### src/rtl/fighter_pkg.sv
// rtl/fighter_pkg.sv - shared state type, counter width and parameter defaults for the fighter sequencer
package fighter_pkg;

    typedef enum logic [1:0] {
        IDLE     = 2'd0,
        WALK     = 2'd1,
        ATTACK   = 2'd2,
        COOLDOWN = 2'd3
    } fstate_t;

    localparam int FRAME_CNT_W    = 4;

    localparam int X_W_DEF        = 10;
    localparam int X_MIN_DEF      = 0;
    localparam int X_MAX_DEF      = 560;
    localparam int X_STEP_DEF     = 2;
    localparam int MIN_GAP_DEF    = 64;
    localparam int P1_X_INIT_DEF  = 80;
    localparam int P2_X_INIT_DEF  = 480;
    localparam int ATK_FRAMES_DEF = 12;
    localparam int CD_FRAMES_DEF  = 8;

endpackage

### src/rtl/fighter_fsm.sv
// rtl/fighter_fsm.sv - per-player action FSM producing state, facing, hit pulse and saturated candidate x
// Optional FIGHTER_ATK_HOLD_EN: attack key is level-sensitive (auto-repeat while held).
module fighter_fsm
    import fighter_pkg::*;
#(
    parameter int   X_W        = X_W_DEF,
    parameter int   X_MIN      = X_MIN_DEF,
    parameter int   X_MAX      = X_MAX_DEF,
    parameter int   X_STEP     = X_STEP_DEF,
    parameter int   ATK_FRAMES = ATK_FRAMES_DEF,
    parameter int   CD_FRAMES  = CD_FRAMES_DEF,
    parameter logic FACE_INIT  = 1'b1
) (
    input  logic                i_clk,
    input  logic                i_reset,
    input  logic                i_tick,
    input  logic                i_move_l,
    input  logic                i_move_r,
    input  logic                i_attack,
    input  logic [X_W-1:0]      i_x,
    output fstate_t             o_state,
    output logic                o_face,
    output logic                o_hit,
    output logic signed [X_W:0] o_cand
);

    localparam logic signed [X_W:0] L_STEP = (X_W+1)'(X_STEP);
    localparam logic signed [X_W:0] L_MIN  = (X_W+1)'(X_MIN);
    localparam logic signed [X_W:0] L_MAX  = (X_W+1)'(X_MAX);

    fstate_t                r_state, w_state_nxt;
    logic [FRAME_CNT_W-1:0] r_cnt, w_cnt_nxt;
    logic                   r_face, w_face_nxt;
    logic                   r_hit, w_hit_nxt;
    logic                   w_atk_req;
    logic signed [X_W:0]    w_step;
    logic signed [X_W:0]    w_raw;

`ifdef FIGHTER_ATK_HOLD_EN
    assign w_atk_req = i_attack;
`else
    logic r_atk_prev;

    always_ff @(posedge i_clk) begin
        if (i_reset)
            r_atk_prev <= 1'b0;
        else if (i_tick)
            r_atk_prev <= i_attack;
    end

    assign w_atk_req = i_attack & ~r_atk_prev;
`endif

    always_ff @(posedge i_clk) begin
        if (i_reset) begin
            r_state <= IDLE;
            r_cnt   <= '0;
            r_face  <= FACE_INIT;
            r_hit   <= 1'b0;
        end else begin
            r_state <= w_state_nxt;
            r_cnt   <= w_cnt_nxt;
            r_face  <= w_face_nxt;
            r_hit   <= w_hit_nxt;
        end
    end

    always_comb begin
        w_state_nxt = r_state;
        w_cnt_nxt   = r_cnt;
        w_face_nxt  = r_face;
        w_hit_nxt   = 1'b0;
        w_step      = '0;
        if (i_tick) begin
            case (r_state)
                IDLE, WALK: begin
                    if (w_atk_req) begin
                        w_state_nxt = ATTACK;
                        w_cnt_nxt   = '0;
                    end else if (i_move_l ^ i_move_r) begin
                        w_state_nxt = WALK;
                        w_face_nxt  = i_move_r;
                        w_step      = i_move_r ? L_STEP : -L_STEP;
                    end else begin
                        w_state_nxt = IDLE;
                    end
                end
                ATTACK: begin
                    w_hit_nxt = (r_cnt == FRAME_CNT_W'(ATK_FRAMES / 2));
                    if (r_cnt == FRAME_CNT_W'(ATK_FRAMES - 1)) begin
                        w_state_nxt = COOLDOWN;
                        w_cnt_nxt   = '0;
                    end else begin
                        w_cnt_nxt = r_cnt + 1'b1;
                    end
                end
                default: begin
                    if (r_cnt == FRAME_CNT_W'(CD_FRAMES - 1)) begin
                        w_state_nxt = IDLE;
                        w_cnt_nxt   = '0;
                    end else begin
                        w_cnt_nxt = r_cnt + 1'b1;
                    end
                end
            endcase
        end
    end

    // One extra sign bit keeps a step left of X_MIN from wrapping before the clamp.
    assign w_raw = $signed({1'b0, i_x}) + w_step;

    always_comb begin
        if (w_raw < L_MIN)
            o_cand = L_MIN;
        else if (w_raw > L_MAX)
            o_cand = L_MAX;
        else
            o_cand = w_raw;
    end

    assign o_state = r_state;
    assign o_face  = r_face;
    assign o_hit   = r_hit;

endmodule

### src/rtl/fighter_action_ctrl.sv
// rtl/fighter_action_ctrl.sv - frame-tick action sequencer for two fighters with no-overlap position arbitration
// Optional FIGHTER_ATK_HOLD_EN: held attack key auto-repeats after cooldown.
module fighter_action_ctrl
    import fighter_pkg::*;
#(
    parameter int X_W        = X_W_DEF,
    parameter int X_MIN      = X_MIN_DEF,
    parameter int X_MAX      = X_MAX_DEF,
    parameter int X_STEP     = X_STEP_DEF,
    parameter int MIN_GAP    = MIN_GAP_DEF,
    parameter int P1_X_INIT  = P1_X_INIT_DEF,
    parameter int P2_X_INIT  = P2_X_INIT_DEF,
    parameter int ATK_FRAMES = ATK_FRAMES_DEF,
    parameter int CD_FRAMES  = CD_FRAMES_DEF
) (
    input  logic           Clk,
    input  logic           Reset,
    input  logic           frame_clk,
    input  logic           p1_move_l,
    input  logic           p1_move_r,
    input  logic           p1_attack,
    input  logic           p2_move_l,
    input  logic           p2_move_r,
    input  logic           p2_attack,
    output logic [X_W-1:0] p1_x,
    output logic [X_W-1:0] p2_x,
    output fstate_t        p1_state,
    output fstate_t        p2_state,
    output logic           p1_face,
    output logic           p2_face,
    output logic           p1_hit,
    output logic           p2_hit
);

    localparam logic signed [X_W:0] L_GAP = (X_W+1)'(MIN_GAP);

    logic                r_frame_q;
    logic                w_tick;
    logic [X_W-1:0]      r_p1_x, r_p2_x;
    logic [X_W-1:0]      w_p1_x_nxt, w_p2_x_nxt;
    logic signed [X_W:0] w_cand1, w_cand2, w_gap;
    logic                w_p1_in, w_p2_in;

    assign w_tick = frame_clk & ~r_frame_q;

    fighter_fsm #(
        .X_W(X_W), .X_MIN(X_MIN), .X_MAX(X_MAX), .X_STEP(X_STEP),
        .ATK_FRAMES(ATK_FRAMES), .CD_FRAMES(CD_FRAMES), .FACE_INIT(1'b1)
    ) u_p1 (
        .i_clk(Clk), .i_reset(Reset), .i_tick(w_tick),
        .i_move_l(p1_move_l), .i_move_r(p1_move_r), .i_attack(p1_attack),
        .i_x(r_p1_x), .o_state(p1_state), .o_face(p1_face), .o_hit(p1_hit), .o_cand(w_cand1)
    );

    fighter_fsm #(
        .X_W(X_W), .X_MIN(X_MIN), .X_MAX(X_MAX), .X_STEP(X_STEP),
        .ATK_FRAMES(ATK_FRAMES), .CD_FRAMES(CD_FRAMES), .FACE_INIT(1'b0)
    ) u_p2 (
        .i_clk(Clk), .i_reset(Reset), .i_tick(w_tick),
        .i_move_l(p2_move_l), .i_move_r(p2_move_r), .i_attack(p2_attack),
        .i_x(r_p2_x), .o_state(p2_state), .o_face(p2_face), .o_hit(p2_hit), .o_cand(w_cand2)
    );

    // Candidates equal the current x outside tick cycles, so committing every cycle is harmless.
    always_comb begin
        w_gap   = w_cand2 - w_cand1;
        w_p1_in = w_cand1 > $signed({1'b0, r_p1_x});
        w_p2_in = w_cand2 < $signed({1'b0, r_p2_x});
        w_p1_x_nxt = w_cand1[X_W-1:0];
        w_p2_x_nxt = w_cand2[X_W-1:0];
        if (w_gap < L_GAP) begin
            if (w_p1_in)
                w_p1_x_nxt = r_p1_x;
            if (w_p2_in)
                w_p2_x_nxt = r_p2_x;
        end
    end

    always_ff @(posedge Clk) begin
        if (Reset) begin
            r_frame_q <= 1'b0;
            r_p1_x    <= X_W'(P1_X_INIT);
            r_p2_x    <= X_W'(P2_X_INIT);
        end else begin
            r_frame_q <= frame_clk;
            r_p1_x    <= w_p1_x_nxt;
            r_p2_x    <= w_p2_x_nxt;
        end
    end

    assign p1_x = r_p1_x;
    assign p2_x = r_p2_x;

endmodule
### config.mk
export PLATFORM = sky130hd
export DESIGN_NAME = fighter_action_ctrl
export DESIGN_NICKNAME = d
export VERILOG_FILES = /design/src/rtl/fighter_pkg.sv /design/src/rtl/fighter_fsm.sv /design/src/rtl/fighter_action_ctrl.sv
export SDC_FILE = /design/constraint.sdc
export NUM_CORES = 1
export LEC_CHECK = 0
export CAP_MARGIN = 20
export CELL_PAD_IN_SITES_DETAIL_PLACEMENT = 1
export CELL_PAD_IN_SITES_GLOBAL_PLACEMENT = 1
export CORE_UTILIZATION = 40
export DETAILED_ROUTE_END_ITERATION = 7
export PLACE_DENSITY_LB_ADDON = 0.1
export REMOVE_ABC_BUFFERS = 1
export SYNTH_ARGS = -nofsm -noshare
export SYNTH_HDL_FRONTEND = slang
export SYNTH_SLANG_ARGS = --single-unit
### constraint.sdc
create_clock -name Clk -period 7.5 [get_ports Clk]
set_clock_uncertainty 0.15 [all_clocks]
set_input_delay 1.125 -clock Clk [delete_from_list [all_inputs] [get_ports Clk]]
set_output_delay 1.125 -clock Clk [all_outputs]
set_load 0.02 [all_outputs]
* Word-level counts from Yosys, hierarchy flattened
Cells that the tools add are included.
Storage, ports and cells: bits in registers 39, word-level logic and storage cells 104
Cells by class: add/sub/neg operators 5, $lt $le $gt $ge 7, eq/ne operators 16, mux-type cells 36, bitwise logic cells 13, reductions and logical operators 14
Operators by type and width (count):
- 11-bit 2-to-1 mux | 14
- 10-bit 2-to-1 mux | 4
- 4-bit 2-to-1 mux | 6
- 11-bit adder | 2
- 11-bit greater-than comparator, second input constant | 2
- 11-bit by 1-bit less-than comparator with 1-bit output, second input constant | 2
- 4-bit by 3-bit == test with 1-bit output, second input constant | 4
- 4-bit case mux with 2 select lines | 2
- 2-bit 2-to-1 mux | 6
- 11-bit greater-than comparator | 1
- 11-bit less-than comparator | 1
- 11-bit by 8-bit less-than comparator with 1-bit output, second input constant | 1
- 11-bit subtractor | 1
- 4-bit by 1-bit adder with 4-bit output, second input constant | 2
- 4-bit == test, second input constant | 2
- 2-bit by 1-bit != test with 1-bit output, second input constant | 4
- 1-bit inverter | 8
- 2-bit case mux with 2 select lines | 2
- 4-bit AND reduction | 2
- 3-bit AND reduction | 2
- 3-bit nonzero test | 2
- 3-bit OR reduction | 2
- 2-bit by 1-bit == test with 1-bit output, second input constant | 2
- 2-bit == test, second input constant | 2
- other kinds (7) | 15

* Logic depth before layout (Yosys ltp)
depth after elaboration 12, depth in mapped cells 27, gate-level depth less buffers 27

* Cells and area by module
From an unflattened synthesis, not the netlist that was laid out.
Second synthesis, totals: cell total of the unflattened synthesis 490, area total of the unflattened synthesis 3951.3 um^2
By module, submodules not included:
- fighter_action_ctrl | times used 1, cells each 216, area each 1843.0 um^2, sequential area each 420.4 um^2
- fighter_fsm at u_p1 | times used 1, cells each 141, area each 1066.0 um^2, sequential area each 180.2 um^2
- fighter_fsm at u_p2 | times used 1, cells each 133, area each 1042.2 um^2, sequential area each 180.2 um^2

* Least setup slack after synthesis
OpenSTA, ideal clock, no wires.
kind input -> register, start point input frame_clk, end point register r_p1_x[0] (netlist: p1_x[0]), arrival 6.217 ns, path slack 1.012 ns, cell stages on the path 25, path through nor2b_1 clkbuf_1 and3_1 clkbuf_1 ha_1 a21oi_2 o211ai_1 a221oi_2 xor2_1 nand4_1 a21oi_1 nand2_1 inv_1 ha_1 nor2b_1 o21a_1 o21a_1 o21a_1 o21a_1 o21ai_0 a21oi_1 o31ai_1 nor3_2 o211a_4 o311a_1
On the way: longest elaborated chain between the ends 9
RTL lines:
- start, declared | RTL line fighter_action_ctrl.sv:18 | input logic frame_clk,
- 1-bit AND (*) | RTL line fighter_action_ctrl.sv:44 | assign w_tick = frame_clk & ~r_frame_q;
- 11-bit 2-to-1 mux (*) | RTL line fighter_fsm.sv:74 | if (i_tick) begin
- 11-bit adder (*) | RTL line fighter_fsm.sv:110 | assign w_raw = $signed({1'b0, i_x}) + w_step;
- 11-bit greater-than comparator | RTL line fighter_fsm.sv:115 | else if (w_raw > L_MAX)
- 11-bit 2-to-1 mux | RTL line fighter_fsm.sv:115
- 11-bit 2-to-1 mux (*) | RTL line fighter_fsm.sv:113 | if (w_raw < L_MIN)
- named net u_p1.o_cand[1] | RTL line fighter_fsm.sv:24 | output logic signed [X_W:0] o_cand
- 11-bit subtractor | RTL line fighter_action_ctrl.sv:66 | w_gap = w_cand2 - w_cand1;
- 11-bit by 8-bit less-than comparator with 1-bit output | RTL line fighter_action_ctrl.sv:71 | if (w_gap < L_GAP) begin
- 2-bit != test (no source line) or 10-bit 2-to-1 mux (tied branches)
- end signal, assigned | RTL line fighter_action_ctrl.sv:82 | r_p1_x <= X_W'(P1_X_INIT);
- end signal, assigned | RTL line fighter_action_ctrl.sv:86 | r_p1_x <= w_p1_x_nxt;
- end, declared | RTL line fighter_action_ctrl.sv:39 | logic [X_W-1:0] r_p1_x, r_p2_x;
Mark *: on every way through the listed nets, which the timed path passes. The rest lies on a longest branch. The select of a mux whose other input is x is not followed. A chain may end at the register's enable or synchronous reset.

* Worst setup path after layout
start point input p2_move_r, end point register r_p2_x[4] (netlist: p2_x[4])
On the way: longest elaborated chain between the ends 12
RTL lines:
- start, declared | RTL line fighter_action_ctrl.sv:23 | input logic p2_move_r,
- 1-bit bitwise XOR or 11-bit 2-to-1 mux (tied branches) | RTL line fighter_fsm.sv:80, fighter_fsm.sv:83
- 11-bit 2-to-1 mux (*) | RTL line fighter_fsm.sv:80 | end else if (i_move_l ^ i_move_r) begin
- 11-bit 2-to-1 mux (*) | RTL line fighter_fsm.sv:77 | if (w_atk_req) begin
- 11-bit 2-to-1 mux (*) | RTL line fighter_fsm.sv:75 | case (r_state)
- 11-bit 2-to-1 mux (*) | RTL line fighter_fsm.sv:74
- 11-bit adder (*) | RTL line fighter_fsm.sv:110
- 11-bit greater-than comparator | RTL line fighter_fsm.sv:115
- 11-bit 2-to-1 mux | RTL line fighter_fsm.sv:115
- 11-bit 2-to-1 mux (*) | RTL line fighter_fsm.sv:113
- named net u_p2.o_cand[3] | RTL line fighter_fsm.sv:24
- 11-bit subtractor | RTL line fighter_action_ctrl.sv:66
- 11-bit by 8-bit less-than comparator with 1-bit output | RTL line fighter_action_ctrl.sv:71
- 2-bit != test (no source line) or 10-bit 2-to-1 mux (tied branches)
- end signal, assigned | RTL line fighter_action_ctrl.sv:83 | r_p2_x <= X_W'(P2_X_INIT);
- end signal, assigned | RTL line fighter_action_ctrl.sv:87 | r_p2_x <= w_p2_x_nxt;
- end, declared | RTL line fighter_action_ctrl.sv:39
Marked as above.

==> reports/metrics.yaml <==
run_status:
  status: "finished, final reports clean"
synthesis:
  yosysMostFrequentCell: "ha_1"
  synth-edff-count: 0
  ys_seq_area_frac: 0.205
  synth_cells: 455
  yosys_register_bits: 39
  ys.flop_type: "dfxtp_1"
  yosysWarnings: 0
  synth_area_um2: 3810
  avgSynthCellArea_um2: 8.38
  synth_top_area_share: 0.205
  synth_common_cells: "ha_1, inv_1, a21oi_1"
  synth_area_leaders: "dfxtp_1, ha_1, a21oi_1, inv_1, nand3_1"
  synthArstFlopShare: 0
  synth.largest_area_cell: "dfxtp_1"
  ys_types: 86
placement:
  port_buffers: 36
  gp_congestion: 0.892
  hpwl_um: 8740
die:
  coreArea_um2: 9240
  rows: 35
  initial_core_util: 0.413
  die-height_um: 99.6
  die-area_um2: 9930
  die_w_um: 99.6
  boundaryPins: 37
timing:
  tightestPinTransition_ns: 0.709
  period_minus_slack_ns: 7.06
  relSlewSlack: 0.522
  drv_slew: 0
  max_freq_mhz: 142
  final_hold_viol_count: 0
  setup_viol: 0
  rsz0062_at_grt: "no"
  hold_slack_ns: 0.315
  period_share: 0.941
  final.setup.tns_ns: 0
route:
  drt_iter0_drc: 139
  wl_per_cell_um: 17.5
  num_vias: 3560
  vias_per_cell: 5.68
  route.detailed.drc: 0
  first_pass_iters: 4
  ant_nets: 0
  drt-total-wl_um: 11000
hold_path:
  hold_path_depth: 2
  hold_path_class: "reg -> reg"
  hold-path-endpoint: "u_p1.r_atk_prev"
  worstHoldStart: "u_p1.r_atk_prev"
final_layout:
  area.growth.synth_to_final_pct: 16.9
  final_util: 0.483
  multi_input_area_um2: 2800
  drive_gt1_frac: 0.133
  nNetsFinal: 552
  diodes: 0
  regArea_um2: 781
  fillerInstances: 1145
clocking:
  holdBufCountCts: 0
  clockBufferDepth: 2
  cts_tree: "built"
  cts_setup_buffers: 0
  cts-htree-levels: 2
  cts_buffers: 5
  root_buffer: "clkbuf_8"
  clk_pin_slew_worst_paths_ns: 0.09
  clk_latency_ns: 0.31
  cts_sinks: 39
global_route:
  grt_pass1_vias: 3586
  antenna_found_initial: 0
  grt_max_degree: 31
  overflow: 0
  grt_util_all_layers: 0.232
  grt_first_pass_wirelength_um: 18300
setup_path:
  crit_path_end_kind: "flip-flop"
  crit_required_ns: 7.58
  r2r_cells: 25
  r2r-start: "u_p2.o_state[1]"
  cp_max_fo: 6
  reg2reg_slack_ns: 1.46
  timing.rr.end: "p2_x[4]"
  critical_path_class: "in -> reg"
  startpoint_type: "primary input"
  cp.arrival_ns: 7.14
power_and_ir_drop:
  power_leakage_nw: 1.89
  ir_worst_vdd_uv: 128
  p_comb_frac: 0.627
  switching_share: 0.466
  intPower_mw: 0.647
  p_clk_frac: 0.159
  power.total_mw: 1.21
  power_switching_mw: 0.564
  p_seq_frac: 0.214
  powerDensity_nw_per_um2: 272
run:
  maxCapViolations: 0
flip-flops by register name, indices dropped and copies added (netlist names):
signal           count
p1_x                10
p2_x                10
r_frame_q            1
u_p1.o_face          1
u_p1.o_hit           1
u_p1.o_state         2
u_p1.r_atk_prev      1
u_p1.r_cnt           4
u_p2.o_face          1
u_p2.o_hit           1
u_p2.o_state         2
u_p2.r_atk_prev      1
u_p2.r_cnt           4
worst max path at each step:
stage	from	end	slack, ns	cells past startpoint
2_1_floorplan	p2_move_r	p2_x[3]	1.06	26
3_3_place_gp	frame_clk	p1_x[0]	0.29	25
3_5_place_dp	p2_move_r	p2_x[3]	0.12	28
4_1_cts	p2_move_r	p2_x[4]	0.44	28
5_1_grt	p2_move_r	p2_x[9]	0.02	28
6_report	p2_move_r	p2_x[4]	0.44	28
per-layer routing:
layer / vias up / track usage / routed length, um / share of wire
met3: 12 / 0.0309 / 284 / 0.026
met4: 0 / 0.0566 / 127 / 0.012
li1: 1766 / - / - / -
met5: - / 0 / 0 / 0
met1: 1734 / 0.313 / 5400 / 0.49
met2: 48 / 0.390 / 5140 / 0.47
critical path, cell delays in order:
cell             delay, ns
clkdlybuf4s50_1       0.48
inv_1                 0.05
ha_1                  0.26
or3_1                 0.38
nor2_1                0.19
ha_1                  0.21
ha_1                  0.27
and4bb_1              0.26
and4_1                0.21
o21ai_1               0.20
nand4_2               0.15
nor2_1                0.17
a2bb2oi_2             0.29
inv_1                 0.15
and3_1                0.24
ha_1                  0.20
a21o_1                0.16
a21o_1                0.18
a21o_1                0.17
a21o_1                0.17
a21o_1                0.17
a21oi_1               0.27
o31a_1                0.24
a31oi_4               0.08
nor3b_4               0.30
o211a_4               0.26
nor2_4                0.06
a311oi_2              0.26
stage by stage:
step / worst slack [ns] / area [um2] / cells
after CTS: 0.437 / 4450 / 627
after detailed placement: 0.117 / 4340 / 619
after floorplan: 1.06 / 3730 / 443
final: 0.441 / 4460 / 627
after global placement: 0.293 / 4340 / 619
after global routing: 0.0175 / 4460 / 627
cell usage in the layout, fill, tap and decap left out, types with 10 or more instances in the layout:
| master | n |
|---|---|
| inv_1 | 42 |
| nand2_1 | 26 |
| o21ai_0 | 24 |
| nor2_1 | 30 |
| nor3_1 | 12 |
| a21oi_1 | 40 |
| buf_4 | 11 |
| a21o_1 | 10 |
| nand3_1 | 26 |
| dfxtp_1 | 39 |
| ha_1 | 45 |
| clkdlybuf4s50_1 | 36 |
layout make-up:
| cell class | instances | area share |
|---|---|---|
| Clock inverter | 3 | 0.0104 |
| Clock buffer | 5 | 0.0154 |
| Timing Repair Buffer | 47 | 0.0993 |
| Sequential cell | 39 | 0.175 |
| Tap cell | 129 | 0.0362 |
| Inverter | 42 | 0.0354 |
| Multi-Input combinational cell | 362 | 0.628 |
power by group through the flow:
stage / combinational, mW / clock [mW] / sequential (mW)
finish: 0.760 / 0.192 / 0.259
global route: 0.830 / 0.203 / 0.263
CTS: 0.756 / 0.198 / 0.259
detailed placement: 0.752 / 0 / 0.264
global placement: 0.736 / 0 / 0.263
floorplan: 0.525 / 0 / 0.278
kinds of logic after synthesis:
| group | share of synthesized area |
|---|---|
| AND/OR/NAND/NOR | 0.248 |
| adder cells (fa/ha/maj) | 0.153 |
| multiplexers | 0.0105 |
| flip-flops | 0.205 |
| buffers and inverters | 0.0623 |
| AO/OA/AOI/OAI | 0.285 |
| XOR/XNOR | 0.0364 |
repair_timing:
action / in CTS / in global routing
endpoints found under the hold margin: 0 / 0
endpoints found under the setup margin: 0 / 1
gates resized for setup: 0 / 1
(Power assumes the default switching activity.)
